<file path="src/rtl/sgf_mult_round_norm_pkg.sv">
// Shared definitions for the FPU multiply path: rounding-mode encodings and
// the significand/exponent widths of the single and double builds.
package sgf_mult_round_norm_pkg;

  typedef enum logic [1:0] {
    RM_RNE  = 2'b00,
    RM_RTZ  = 2'b01,
    RM_PINF = 2'b10,
    RM_NINF = 2'b11
  } rmode_e;

  localparam int SW_SINGLE = 24;
  localparam int EW_SINGLE = 8;
  localparam int SW_DOUBLE = 53;
  localparam int EW_DOUBLE = 11;

endpackage

</file>
<file path="src/rtl/sgf_mult_round_norm_if.sv">
// Beat-level bus of the multiply round/normalize stage: input product beat
// from the significand multiplier and the rounded result toward the packer.
interface sgf_mult_round_norm_if #(
  parameter int SW = 24,
  parameter int EW = 8
) ();

  logic                 in_valid_i;
  logic                 in_ready_o;
  logic [2*SW-1:0]      Data_S_i;
  logic signed [EW+1:0] Exp_i;
  logic                 Sign_i;
  logic [1:0]           Rmode_i;

  logic                 out_valid_o;
  logic                 out_ready_i;
  logic [SW-2:0]        Sgf_o;
  logic [EW-1:0]        Exp_o;
  logic                 Sign_o;
  logic                 Overflow_o;
  logic                 Underflow_o;
  logic                 Inexact_o;

  modport slave (
    input  in_valid_i, Data_S_i, Exp_i, Sign_i, Rmode_i, out_ready_i,
    output in_ready_o, out_valid_o, Sgf_o, Exp_o, Sign_o,
           Overflow_o, Underflow_o, Inexact_o
  );

  modport master (
    output in_valid_i, Data_S_i, Exp_i, Sign_i, Rmode_i, out_ready_i,
    input  in_ready_o, out_valid_o, Sgf_o, Exp_o, Sign_o,
           Overflow_o, Underflow_o, Inexact_o
  );

endinterface

</file>
<file path="src/rtl/sgf_mult_round_norm_round_decision.sv">
// Combinational IEEE-754 rounding decision from guard/sticky/lsb and sign;
// shared by the multiplier and adder rounding stages.
module sgf_mult_round_norm_round_decision
  import sgf_mult_round_norm_pkg::*;
(
  input  logic   g_i,
  input  logic   s_i,
  input  logic   lsb_i,
  input  logic   sign_i,
  input  rmode_e rmode_i,
  output logic   inc_o,
  output logic   inexact_o
);

  always_comb begin
    inexact_o = g_i | s_i;
    inc_o     = 1'b0;
    case (rmode_i)
      RM_RNE:  inc_o = g_i & (s_i | lsb_i);
      RM_RTZ:  inc_o = 1'b0;
      RM_PINF: inc_o = (g_i | s_i) & ~sign_i;
      RM_NINF: inc_o = (g_i | s_i) & sign_i;
      default: inc_o = 1'b0;
    endcase
  end

endmodule

</file>
<file path="src/rtl/sgf_mult_round_norm.sv">
// Two-stage normalize/round stage after the significand multiplier: stage 1
// aligns the product, stage 2 rounds and applies exponent range checks.
module sgf_mult_round_norm
  import sgf_mult_round_norm_pkg::*;
#(
  parameter int SW = 24,
  parameter int EW = 8
) (
  input logic clk,
  input logic rst,
  sgf_mult_round_norm_if.slave bus
);

  localparam logic signed [EW+1:0] EXP_ONE  = (EW+2)'(1);
  localparam logic signed [EW+1:0] EXP_ZERO = (EW+2)'(0);
  localparam logic signed [EW+1:0] EXP_MAX  = (EW+2)'((1 << EW) - 1);

  // Handshake: a beat moves on a rising edge when valid & ready are both high.
  // Each stage advances when it is empty or its successor advances, so both
  // stages can shift together and the block sustains one beat per cycle.
  logic s2_adv, s1_adv;

  logic                 s1_valid_q;
  logic [SW-2:0]        s1_frac_q,  s1_frac_d;
  logic                 s1_g_q,     s1_g_d;
  logic                 s1_s_q,     s1_s_d;
  logic signed [EW+1:0] s1_exp_q,   s1_exp_d;
  logic                 s1_sign_q;
  rmode_e               s1_rmode_q;
  logic                 s1_zero_q,  s1_zero_d;

  logic                 s2_valid_q;
  logic [SW-2:0]        sgf_q,  sgf_d;
  logic [EW-1:0]        expo_q, expo_d;
  logic                 sign_q;
  logic                 ovf_q,  ovf_d;
  logic                 unf_q,  unf_d;
  logic                 inx_q,  inx_d;

  logic                 inc, inexact, carry;
  logic [SW-2:0]        frac_rnd;
  logic signed [EW+1:0] exp_rnd;

  assign s2_adv         = ~s2_valid_q | bus.out_ready_i;
  assign s1_adv         = ~s1_valid_q | s2_adv;
  assign bus.in_ready_o = s1_adv;

  always_comb begin
    s1_zero_d = ~|bus.Data_S_i;
    if (bus.Data_S_i[2*SW-1]) begin
      s1_frac_d = bus.Data_S_i[2*SW-2:SW];
      s1_g_d    = bus.Data_S_i[SW-1];
      s1_s_d    = |bus.Data_S_i[SW-2:0];
      s1_exp_d  = bus.Exp_i + EXP_ONE;
    end else begin
      s1_frac_d = bus.Data_S_i[2*SW-3:SW-1];
      s1_g_d    = bus.Data_S_i[SW-2];
      s1_s_d    = |bus.Data_S_i[SW-3:0];
      s1_exp_d  = bus.Exp_i;
    end
  end

  always_ff @(posedge clk or negedge rst) begin
    if (!rst) begin
      s1_valid_q <= 1'b0;
      s1_frac_q  <= '0;
      s1_g_q     <= 1'b0;
      s1_s_q     <= 1'b0;
      s1_exp_q   <= '0;
      s1_sign_q  <= 1'b0;
      s1_rmode_q <= RM_RNE;
      s1_zero_q  <= 1'b0;
    end else if (s1_adv) begin
      s1_valid_q <= bus.in_valid_i;
      if (bus.in_valid_i) begin
        s1_frac_q  <= s1_frac_d;
        s1_g_q     <= s1_g_d;
        s1_s_q     <= s1_s_d;
        s1_exp_q   <= s1_exp_d;
        s1_sign_q  <= bus.Sign_i;
        s1_rmode_q <= rmode_e'(bus.Rmode_i);
        s1_zero_q  <= s1_zero_d;
      end
    end
  end

  sgf_mult_round_norm_round_decision u_round_decision (
    .g_i       (s1_g_q),
    .s_i       (s1_s_q),
    .lsb_i     (s1_frac_q[0]),
    .sign_i    (s1_sign_q),
    .rmode_i   (s1_rmode_q),
    .inc_o     (inc),
    .inexact_o (inexact)
  );

  // An all-ones fraction that rounds up wraps to zero and bumps the exponent.
  assign carry    = inc & (&s1_frac_q);
  assign frac_rnd = s1_frac_q + {{(SW-2){1'b0}}, inc};
  assign exp_rnd  = s1_exp_q + {{(EW+1){1'b0}}, carry};

  always_comb begin
    sgf_d  = frac_rnd;
    expo_d = exp_rnd[EW-1:0];
    ovf_d  = 1'b0;
    unf_d  = 1'b0;
    inx_d  = inexact;
    if (s1_zero_q) begin
      sgf_d  = '0;
      expo_d = '0;
      inx_d  = 1'b0;
    end else if (exp_rnd >= EXP_MAX) begin
      sgf_d  = '0;
      expo_d = '1;
      ovf_d  = 1'b1;
      inx_d  = 1'b1;
    end else if (exp_rnd <= EXP_ZERO) begin
      sgf_d  = '0;
      expo_d = '0;
      unf_d  = 1'b1;
      inx_d  = 1'b1;
    end
  end

  always_ff @(posedge clk or negedge rst) begin
    if (!rst) begin
      s2_valid_q <= 1'b0;
      sgf_q      <= '0;
      expo_q     <= '0;
      sign_q     <= 1'b0;
      ovf_q      <= 1'b0;
      unf_q      <= 1'b0;
      inx_q      <= 1'b0;
    end else if (s2_adv) begin
      s2_valid_q <= s1_valid_q;
      if (s1_valid_q) begin
        sgf_q  <= sgf_d;
        expo_q <= expo_d;
        sign_q <= s1_sign_q;
        ovf_q  <= ovf_d;
        unf_q  <= unf_d;
        inx_q  <= inx_d;
      end
    end
  end

  assign bus.out_valid_o = s2_valid_q;
  assign bus.Sgf_o       = sgf_q;
  assign bus.Exp_o       = expo_q;
  assign bus.Sign_o      = sign_q;
  assign bus.Overflow_o  = ovf_q;
  assign bus.Underflow_o = unf_q;
  assign bus.Inexact_o   = inx_q;

endmodule
</file>
<file path="src/flat_wrapper.sv">
// flat-port wrapper written by rule: the top's interface ports become plain ports
module sgf_mult_round_norm_flat import sgf_mult_round_norm_pkg::*;
#(
  parameter int SW = 24,
  parameter int EW = 8
)
  (clk, rst, bus_in_valid_i, bus_Data_S_i, bus_Exp_i, bus_Sign_i, bus_Rmode_i, bus_out_ready_i, bus_in_ready_o, bus_out_valid_o, bus_Sgf_o, bus_Exp_o, bus_Sign_o, bus_Overflow_o, bus_Underflow_o, bus_Inexact_o);
  sgf_mult_round_norm_if #(.SW(SW), .EW(EW)) bus_i ();
  input logic clk;
  input logic rst;
  input wire logic [$bits(bus_i.in_valid_i)-1:0] bus_in_valid_i;
  input wire logic [$bits(bus_i.Data_S_i)-1:0] bus_Data_S_i;
  input wire logic [$bits(bus_i.Exp_i)-1:0] bus_Exp_i;
  input wire logic [$bits(bus_i.Sign_i)-1:0] bus_Sign_i;
  input wire logic [$bits(bus_i.Rmode_i)-1:0] bus_Rmode_i;
  input wire logic [$bits(bus_i.out_ready_i)-1:0] bus_out_ready_i;
  output wire logic [$bits(bus_i.in_ready_o)-1:0] bus_in_ready_o;
  output wire logic [$bits(bus_i.out_valid_o)-1:0] bus_out_valid_o;
  output wire logic [$bits(bus_i.Sgf_o)-1:0] bus_Sgf_o;
  output wire logic [$bits(bus_i.Exp_o)-1:0] bus_Exp_o;
  output wire logic [$bits(bus_i.Sign_o)-1:0] bus_Sign_o;
  output wire logic [$bits(bus_i.Overflow_o)-1:0] bus_Overflow_o;
  output wire logic [$bits(bus_i.Underflow_o)-1:0] bus_Underflow_o;
  output wire logic [$bits(bus_i.Inexact_o)-1:0] bus_Inexact_o;
  assign bus_i.in_valid_i = bus_in_valid_i;
  assign bus_i.Data_S_i = bus_Data_S_i;
  assign bus_i.Exp_i = bus_Exp_i;
  assign bus_i.Sign_i = bus_Sign_i;
  assign bus_i.Rmode_i = bus_Rmode_i;
  assign bus_i.out_ready_i = bus_out_ready_i;
  assign bus_in_ready_o = bus_i.in_ready_o;
  assign bus_out_valid_o = bus_i.out_valid_o;
  assign bus_Sgf_o = bus_i.Sgf_o;
  assign bus_Exp_o = bus_i.Exp_o;
  assign bus_Sign_o = bus_i.Sign_o;
  assign bus_Overflow_o = bus_i.Overflow_o;
  assign bus_Underflow_o = bus_i.Underflow_o;
  assign bus_Inexact_o = bus_i.Inexact_o;
  sgf_mult_round_norm #(.SW(SW), .EW(EW)) u_core (.clk(clk), .rst(rst), .bus(bus_i));
endmodule
</file>
<file path="config.mk">
export PLATFORM = sky130hd
export DESIGN_NAME = sgf_mult_round_norm_flat
export DESIGN_NICKNAME = d
export VERILOG_FILES = /design/src/rtl/sgf_mult_round_norm_pkg.sv /design/src/rtl/sgf_mult_round_norm_if.sv /design/src/rtl/sgf_mult_round_norm_round_decision.sv /design/src/rtl/sgf_mult_round_norm.sv /design/src/flat_wrapper.sv
export SDC_FILE = /design/constraint.sdc
export NUM_CORES = 1
export LEC_CHECK = 0
export CAP_MARGIN = 20
export CORE_UTILIZATION = 45
export DETAILED_ROUTE_END_ITERATION = 10
export HOLD_SLACK_MARGIN = 0.03
export PLACE_DENSITY_LB_ADDON = 0.25
export SLEW_MARGIN = 20
export SYNTH_ARGS = -nofsm -noshare
export SYNTH_HDL_FRONTEND = slang
export SYNTH_SLANG_ARGS = --single-unit
</file>
<file path="constraint.sdc">
create_clock -name clk -period 2.75 [get_ports clk]
set_input_delay 0.275 -clock clk [delete_from_list [all_inputs] [get_ports clk]]
set_output_delay 0.275 -clock clk [all_outputs]
set_load 0.03 [all_outputs]
</file>
==> results of run 1 <==
[per-layer routing]
metal	up-vias	share of wire, %	GRT usage, %
met5	-	0	0
met1	1660	49	32.9
met3	9	3.8	3.76
met4	0	1.1	7.23
li1	1819	-	-
met2	96	46	33.4
[worst min-delay path by stage]
stage | start | end | slack [ns] | cells past startpoint
after detailed placement | rst | u_core.s1_exp_q[9]$_DFFE_PN0P_ | 0.34 | 2
after CTS | u_core.bus.Exp_o[6]$_DFFE_PN0P_ | u_core.bus.Exp_o[6]$_DFFE_PN0P_ | 0.47 | 2
after global routing | u_core.bus.Sgf_o[22]$_DFFE_PN0P_ | u_core.bus.Sgf_o[22]$_DFFE_PN0P_ | 0.50 | 2
after floorplan | rst | u_core.bus.Exp_o[0]$_DFFE_PN0P_ | -0.02 | 0
after global placement | rst | u_core.s1_exp_q[9]$_DFFE_PN0P_ | 0.33 | 2
final | u_core.bus.Exp_o[6]$_DFFE_PN0P_ | u_core.bus.Exp_o[6]$_DFFE_PN0P_ | 0.47 | 2
[worst min-delay path: cells and delay by family, from the launching register on]
family        cells  cell delay [ns]
flops             1             0.34
simple gates      2             0.09
[repair_timing]
action,CTS,global route
gates resized for setup,16,6
hold endpoints to repair,76,0
gates cloned,3,0
pin swaps,6,18
hold buffers,1,0
setup endpoints to repair,25,33
setup buffers,7,1
[registers in the layout (all words and copies together), names as in the netlist]
register / cells
u_core.bus.Sgf_o: 23
u_core.s1_rmode_q: 2
u_core.s1_s_q: 1
u_core.bus.Overflow_o: 1
u_core.bus.Underflow_o: 1
u_core.s1_exp_q: 10
u_core.s1_valid_q: 1
u_core.bus.Exp_o: 8
u_core.s1_frac_q: 23
u_core.s1_g_q: 1
u_core.bus.Sign_o: 1
u_core.bus.out_valid_o: 1
u_core.bus.Inexact_o: 1
u_core.s1_zero_q: 1
u_core.s1_sign_q: 1
[synth_stat cells (all sizes together), types with 10 or more instances]
| library cell | instances | share of area, % |
|---|---|---|
| nand2 | 90 | 8.0 |
| dfrtp | 76 | 45 |
| o21ai | 64 | 9.5 |
| xor2 | 29 | 6.0 |
| mux2i | 25 | 5.9 |
| nand3 | 16 | 2.0 |
| nor2 | 13 | 1.2 |
| nor4 | 13 | 1.9 |
| buf | 12 | 2.1 |
| clkbuf | 12 | 1.3 |
| xnor2 | 12 | 2.5 |
| nand4 | 10 | 1.5 |
[per-stage QoR]
step	std cells	setup TNS, ns	power [uW]
2_1_floorplan	435	0	2070
3_3_place_gp	658	0	2570
3_5_place_dp	658	-0.207	2600
4_1_cts	683	-0.229	3460
5_1_grt	684	-4.49	3630
6_report	684	-0.531	3450
[power by group through the flow]
| stage | clock (uW) | sequential, uW | combinational [uW] |
|---|---|---|---|
| floorplan | 0 | 1640 | 431 |
| global placement | 0 | 1460 | 1110 |
| detailed placement | 0 | 1470 | 1130 |
| CTS | 799 | 1450 | 1210 |
| global route | 845 | 1480 | 1310 |
| finish | 786 | 1450 | 1210 |
[cells by family after synthesis]
family	share of synthesized area [%]
flops	45.1
compound gates	14.5
mux	7.00
buf+inv	3.92
fa+ha+maj	1.48
simple gates	19.5
xor+xnor	8.52
[cell type report]
class | instances | area share [%]
clock inverters | 3 | 0.669
clock buffers | 11 | 2.20
inverters | 6 | 0.376
repair buffers | 151 | 25.2
flip-flops and latches | 76 | 31.8
well taps | 108 | 2.26
multi-input cells | 329 | 37.5
==> results by group, run 1 <==
Setup path
  • Crit path depth: 12
  • Worst Setup EP: u_core.bus.Sgf_o[15]$_DFFE_PN0P_
  • Critical path class: reg -> reg
  • WP data arrival: 3.03 ns
  • Crit path max fanout: 6
  • CP endpoint kind: register
  • Worst Setup Start Kind: register
  • Slowest-stage cell, CP: dfrtp_1
  • R2R cell count: 12
  • Launching point of the worst reg2reg path: u_core.s1_frac_q[7]$_DFFE_PN0P_
  • Critical path's top delay family: simple AND/OR/NAND/NOR gates
  • Bufs and invs on worst path: 2
  • R2r setup slk: -0.04 ns
  • Worst Setup SP: u_core.s1_frac_q[7]$_DFFE_PN0P_
  • Reg-to-reg endpoint: u_core.bus.Sgf_o[15]$_DFFE_PN0P_
  • Ordered list of cells on the worst path: nand4_1 > nor3_1 > and4_1 > ha_2 > ha_4 > nand3_4 > or3_4 > a211o_1 > o2111ai_4 > buf_12 > buf_16 > o21ai_2
  • Critical Path RT: 2.98 ns
  • Critical Path Max Stage Delay: 0.37 ns

Floorplanning
  • Full die area: 9760 um2
  • # rows: 34
  • Die width: 98.8 um
  • Core Footprint: 8890 um2
  • Starting Density: 47.4%
  • IO Count: 102
  • DIE HEIGHT: 98.8 um

Clocking
  • Num CTS Buffers: 9
  • CTS tree: done
  • TritonCTS Sinks: 76
  • Max Buffers Root-to-Sink: 2
  • CTS Root Cell: clkbuf_8
  • CTS HTree Levels: 3
  • Clk_lat worst skew: 0.34 ns
  • Clk pin slew, worst setup/hold paths: 0.08 ns

Yosys
  • Post-synth net total: 505
  • Post-synth ARST share: 100%
  • Cell count after synthesis: 435
  • Post-synth EDFFs: 0
  • Synth cell types: 47
  • Synth Area per Inst: 9.69 um2
  • Yosys warnings: 0
  • Synthesized flop and latch total: 76
  • Mapped Area: ~4200 um2
  • Seq/Total Area, Yosys: 45.1%
  • Synth Flop Type: dfrtp_1

Route
  • Routed Wire Length: approximately 10 mm
  • 1st-iter DRT viols: 133
  • Vias: 3,584
  • WL/cell: 14.7 um
  • Vias per std cell: 5.24
  • Antenna viol nets, final: 0
  • Detailed Routing Iterations Pass 1: 5
  • DRC viols: 0

Finish
  • Most common cell after layout, fill and taps aside: clkdlybuf4s50_1
  • Layout area overhead: 42.0%
  • N_diodes: 0
  • Layout Nets: roughly 640
  • Share of cells above drive strength 1: just under 20%
  • Filler cells: 719
  • Multi-input logic area: about 2200 um2
  • Final Util: 67.3%
  • Most frequent cells in the layout: clkdlybuf4s50_1, nand2_1, dfrtp_1
  • Register area: 1900 um2
  • Finished Cell Area: between 5000 and 6000 um2

STA
  • Fmax: 358 MHz
  • Worst slew pin tran: about 0.58 ns
  • Final setup fails: 16
  • Fin worst setup slack: -0.0433 ns
  • RSZ-0062 raised after global routing: yes
  • Worst relative slew slack: just over 60%
  • Tcrit/Tclk final: 102%
  • Max-slew violation count: 0
  • WHS: 0.466 ns
  • Count of final hold-check violations: 0
  • Clock Skews: 0.0129 ns
  • Post-route minimum period: 2.79 ns

GRT
  • Antenna violations before repair: 0
  • Gr usage total: 22.3%
  • First-pass GRT wire length: 17.2 mm
  • Grt ovf: 0
  • Vias in the first global route: 3,531
  • Largest net degree at the start of global routing: 77

Placed design
  • Pre-CTS setup slack: -0.0419 ns
  • I/O Buffers: 101
  • Placed Area: 5550 um2
  • HPWL after detailed placement: 7.60 mm
  • Routability cong.: 0.845

Power and ir drop
  • Max VDD drop: ~270 uV
  • Sequential share of power: roughly 42%
  • Cell-internal power: 2290 uW
  • Switch share: 33.7%
  • Logic pwr share: 35.1%
  • Power density over the cells: 576 nW/um2
  • Sw power: ~1200 uW
  • Clock power frac: a little under a quarter
  • P_leak: 0.00253 uW

Run status
  • Failing checks: setup timing
  • Status: finished, violations left

Min path
  • Class of the tightest hold or removal check: reg -> reg

Job
  • Maxcap violations: 0
No activity file was read; power rests on OpenSTA's default activity.
==> inputs of run 2 (changes only) <==
--- a/config.mk
+++ b/config.mk
@@ -7,6 +7,7 @@
 export LEC_CHECK = 0
 export CAP_MARGIN = 20
 export CORE_UTILIZATION = 45
+export CTS_CLUSTER_DIAMETER = 120
 export DETAILED_ROUTE_END_ITERATION = 10
 export HOLD_SLACK_MARGIN = 0.03
 export PLACE_DENSITY_LB_ADDON = 0.25
==> results of run 2 <==
Final layout, timing and power as in run 1 (identical DEF).
==> inputs of run 3 (changes only) <==
--- a/config.mk
+++ b/config.mk
@@ -5,13 +5,14 @@
 export SDC_FILE = /design/constraint.sdc
 export NUM_CORES = 1
 export LEC_CHECK = 0
+export ABC_AREA = 1
 export CAP_MARGIN = 20
-export CORE_UTILIZATION = 45
+export CORE_UTILIZATION = 46
 export CTS_CLUSTER_DIAMETER = 120
 export DETAILED_ROUTE_END_ITERATION = 10
 export HOLD_SLACK_MARGIN = 0.03
 export PLACE_DENSITY_LB_ADDON = 0.25
-export SLEW_MARGIN = 20
+export SLEW_MARGIN = 0
 export SYNTH_ARGS = -nofsm -noshare
 export SYNTH_HDL_FRONTEND = slang
 export SYNTH_SLANG_ARGS = --single-unit
==> run 3 against run 2 <==
Against the previous run:
- register-to-register slack better by 0.10 ns
- the run now ends clean
- sequential cell count unchanged
- total power up 23%
- clock power up 7.6%
- global-route usage up 3.3 points
==> results by group, run 3 <==
Run status
  • Status: complete, no violations

Setup path
  • Critical path class: reg -> reg
  • Ordered list of cells on the worst path: xor2_1 > nor3_2 > a41oi_2 > nor3_2 > ha_2 > ha_4 > or2_4 > a21oi_2 > nand3_2 > nor2_4 > nand3_4 > clkbuf_16 > nand4_1 > o21bai_1
  • Critical Path Max Stage Delay: 0.40 ns (+0.03 ns)
  • Critical path's top delay family: simple AND/OR/NAND/NOR gates
  • CP endpoint kind: register
  • WP data arrival: 2.94 ns (-0.09 ns)
  • Critical Path RT: 2.99 ns (about the same)
  • Bufs and invs on worst path: 1 (-1)
  • Slowest-stage cell, CP: dfrtp_1
  • Worst Setup Start Kind: register
  • Crit path max fanout: 8 (+2)
  • Crit-path most repeated cell: nor3_2

GRT
  • First-pass GRT wire length: 20.5 mm (+19%)
  • Largest net degree at the start of global routing: 43 (-44%)
  • Antenna violations before repair: 0 (unchanged)
  • Vias in the first global route: 4,222 (+20%)
  • Grt ovf: 0 (unchanged)
  • Gr usage total: 25.6% (+3.3 points)

Yosys
  • Post-synth net total: 710 (+41%)
  • Largest cells by area after synthesis: dfrtp_1, nand2_1, nor2_1
  • Mapped Area: 4580 um2 (+8.5%)
  • Post-synth top cells: nand2_1, nor2_1, dfrtp_1
  • Post-synth EDFFs: 0 (unchanged)
  • Largest area contributor in the netlist: dfrtp_1
  • Count leader, synth: nand2_1
  • Synthesized flop and latch total: 76 (unchanged)
  • Cell count after synthesis: 640 (+47%)
  • Synth top area share: 41.6% (-3.6 points)
  • Synth cell types: 37 (-21%)
  • Yosys warnings: 0 (unchanged)
  • Post-synth ARST share: 100% (unchanged)
  • Seq/Total Area, Yosys: 41.6% (-3.6 points)
  • Synth Flop Type: dfrtp_1
  • Synth Area per Inst: 7.15 um2 (-26%)

Power and ir drop
  • P_leak: 0.00290 uW (+15%)
  • Max VDD drop: 285 uV (+4.8%)
  • Power density over the cells: 671 nW/um2 (+16%)

Floorplanning
  • Core Footprint: 9680 um2 (+8.9%)
  • DIE HEIGHT: 102 um (+3.0%)
  • Die width: 102 um (+3.0%)
  • # rows: 36 (+5.9%)
  • IO Count: 102 (unchanged)
  • Full die area: 10,400 um2 (+6.1%)
  • Starting Density: 47.2% (-0.16 points)

Job
  • Maxcap violations: 0 (unchanged)

Placed design
  • I/O Buffers: 101 (unchanged)
  • HPWL after detailed placement: 9.95 mm (+31%)
  • Routability cong.: 0.905 (+7.2%)
  • Placed Area: 5920 um2 (+6.5%)
  • Pre-CTS setup slack: -0.0192 ns (+0.0227 ns)

Finish
  • Layout Nets: 840 (+31%)
  • Share of cells above drive strength 1: 13.5% (-5.7 points)
  • Most common cell after layout, fill and taps aside: nand2_1
  • Most frequent cells in the layout: nand2_1, clkdlybuf4s50_1, nor2_1
  • Multi-input logic area: 2450 um2 (+9.3%)
  • Layout area overhead: 38.5%
  • Finished Cell Area: 6340 um2 (+5.9%)
  • Register area: 1900 um2 (unchanged)
  • Filler cells: 871 (+21%)
  • N_diodes: 0 (unchanged)

Clocking
  • Clk_lat worst skew: 0.36 ns (+0.02 ns)
  • CTS tree: done
  • Num CTS Buffers: 9 (unchanged)
  • Max Buffers Root-to-Sink: 2 (unchanged)
  • Clk pin slew, worst setup/hold paths: 0.08 ns (about the same)
  • CTS HTree Levels: 3 (unchanged)
  • TritonCTS Sinks: 76 (unchanged)
  • CTS Root Cell: clkbuf_8

Route
  • DRC viols: 0 (unchanged)
  • WL/cell: 14.1 um (-4.3%)
  • Detailed Routing Iterations Pass 1: 5 (unchanged)
  • Routed Wire Length: 12.8 mm (+27%)
  • Vias per std cell: 5.18 (-1.1%)
  • 1st-iter DRT viols: 259 (+95%)
  • Vias: 4,707 (+31%)
  • Antenna viol nets, final: 0 (unchanged)

STA
  • Post-route minimum period: 2.69 ns (-0.100 ns)
  • Clock Skews: 0.0131 ns (+0.000223 ns)
  • Tcrit/Tclk final: 97.9% (-3.6 points)
  • Worst relative slew slack: 48.7% (-12 points)
  • Count of final hold-check violations: 0 (unchanged)
  • Fin worst setup slack: 0.0570 ns (+0.100 ns)
  • Max-slew violation count: 0 (unchanged)
  • Worst slew pin tran: 0.770 ns (+0.185 ns)
  • TNS Setup: 0 ns (+0.531 ns)
  • RSZ-0062 raised after global routing: yes
  • Fmax: 371 MHz (+3.7%)
  • Final setup fails: 0 (-16)

Min path
  • Class of the tightest hold or removal check: in -> reg
## run 3: power breakdown
part           leakage, uW  switching, uW  internal (uW)
Clock             0.000100            403            443
Sequential        0.000923            179           1380
Combinational      0.00188           1080            775
Total              0.00290           1660           2590
## run 3: layer usage
metal  share of wire [%]  GRT usage (%)
met5                   0              0
met4                 2.4           10.1
met3                 4.0           2.69
met2                  45           39.1
met1                  48           37.3
## run 3: timing repair
item | CTS | global route
setup endpoints to repair | 21 | 33
resized for setup | 1 | 39
hold buffers | 1 | 0
hold endpoints to repair | 34 | 0
buffers inserted | 0 | 5
cloned | 0 | 1
pin swaps | 0 | 9
## run 3: final timing paths
check                                                 start                               end  slack, ns  cells after the start
min                                          bus_Rmode_i[1]  u_core.s1_rmode_q[1]$_DFFE_PN0P_       0.48                      3
max in group asynchronous                               rst    u_core.s1_exp_q[0]$_DFFE_PN0P_       1.53                      3
min in group asynchronous                               rst   u_core.bus.Sgf_o[5]$_DFFE_PN0P_       0.53                      2
min reg2reg                u_core.bus.Sgf_o[17]$_DFFE_PN0P_  u_core.bus.Sgf_o[17]$_DFFE_PN0P_       0.48                      2
max                        u_core.s1_rmode_q[0]$_DFFE_PN0P_   u_core.bus.Sgf_o[3]$_DFFE_PN0P_       0.06                     14
max reg2reg                u_core.s1_rmode_q[0]$_DFFE_PN0P_   u_core.bus.Sgf_o[3]$_DFFE_PN0P_       0.06                     14
## run 3: area by class of cell
cell class                 count  share of cell area (%)
multi-input combinational    475                    38.7
sequential                    76                    30.0
timing repair buffer         144                    21.8
inverter                      64                    3.83
tap                          133                    2.63
clock buffer                  12                    2.29
clock inverter                 4                   0.770
## run 3: cell families after synthesis
logic type      after synthesis  synth area share (%)
buf+inv                      89                  8.01
flops                        76                  41.6
xor+xnor                     14                  2.68
fa+ha+maj                     5                  1.37
compound gates               82                  11.1
simple gates                374                  35.2
## run 3: worst min-delay path, cell delays in order
cell             delay (ns)
clkdlybuf4s50_1        0.39
nand2_1                0.06
o21ai_0                0.07
## run 3: stage by stage
stage | instances | power [uW] | utilization [%] | hold slack [ns]
2_1_floorplan | 640 | 2570 | - | -0.0206
3_5_place_dp | 885 | 3350 | 61.1 | 0.388
5_1_grt | 908 | 4500 | 65.5 | 0.500
3_3_place_gp | 885 | 3330 | 61.1 | 0.384
4_1_cts | 902 | 4190 | 63.2 | 0.480
6_report | 908 | 4250 | 65.5 | 0.483
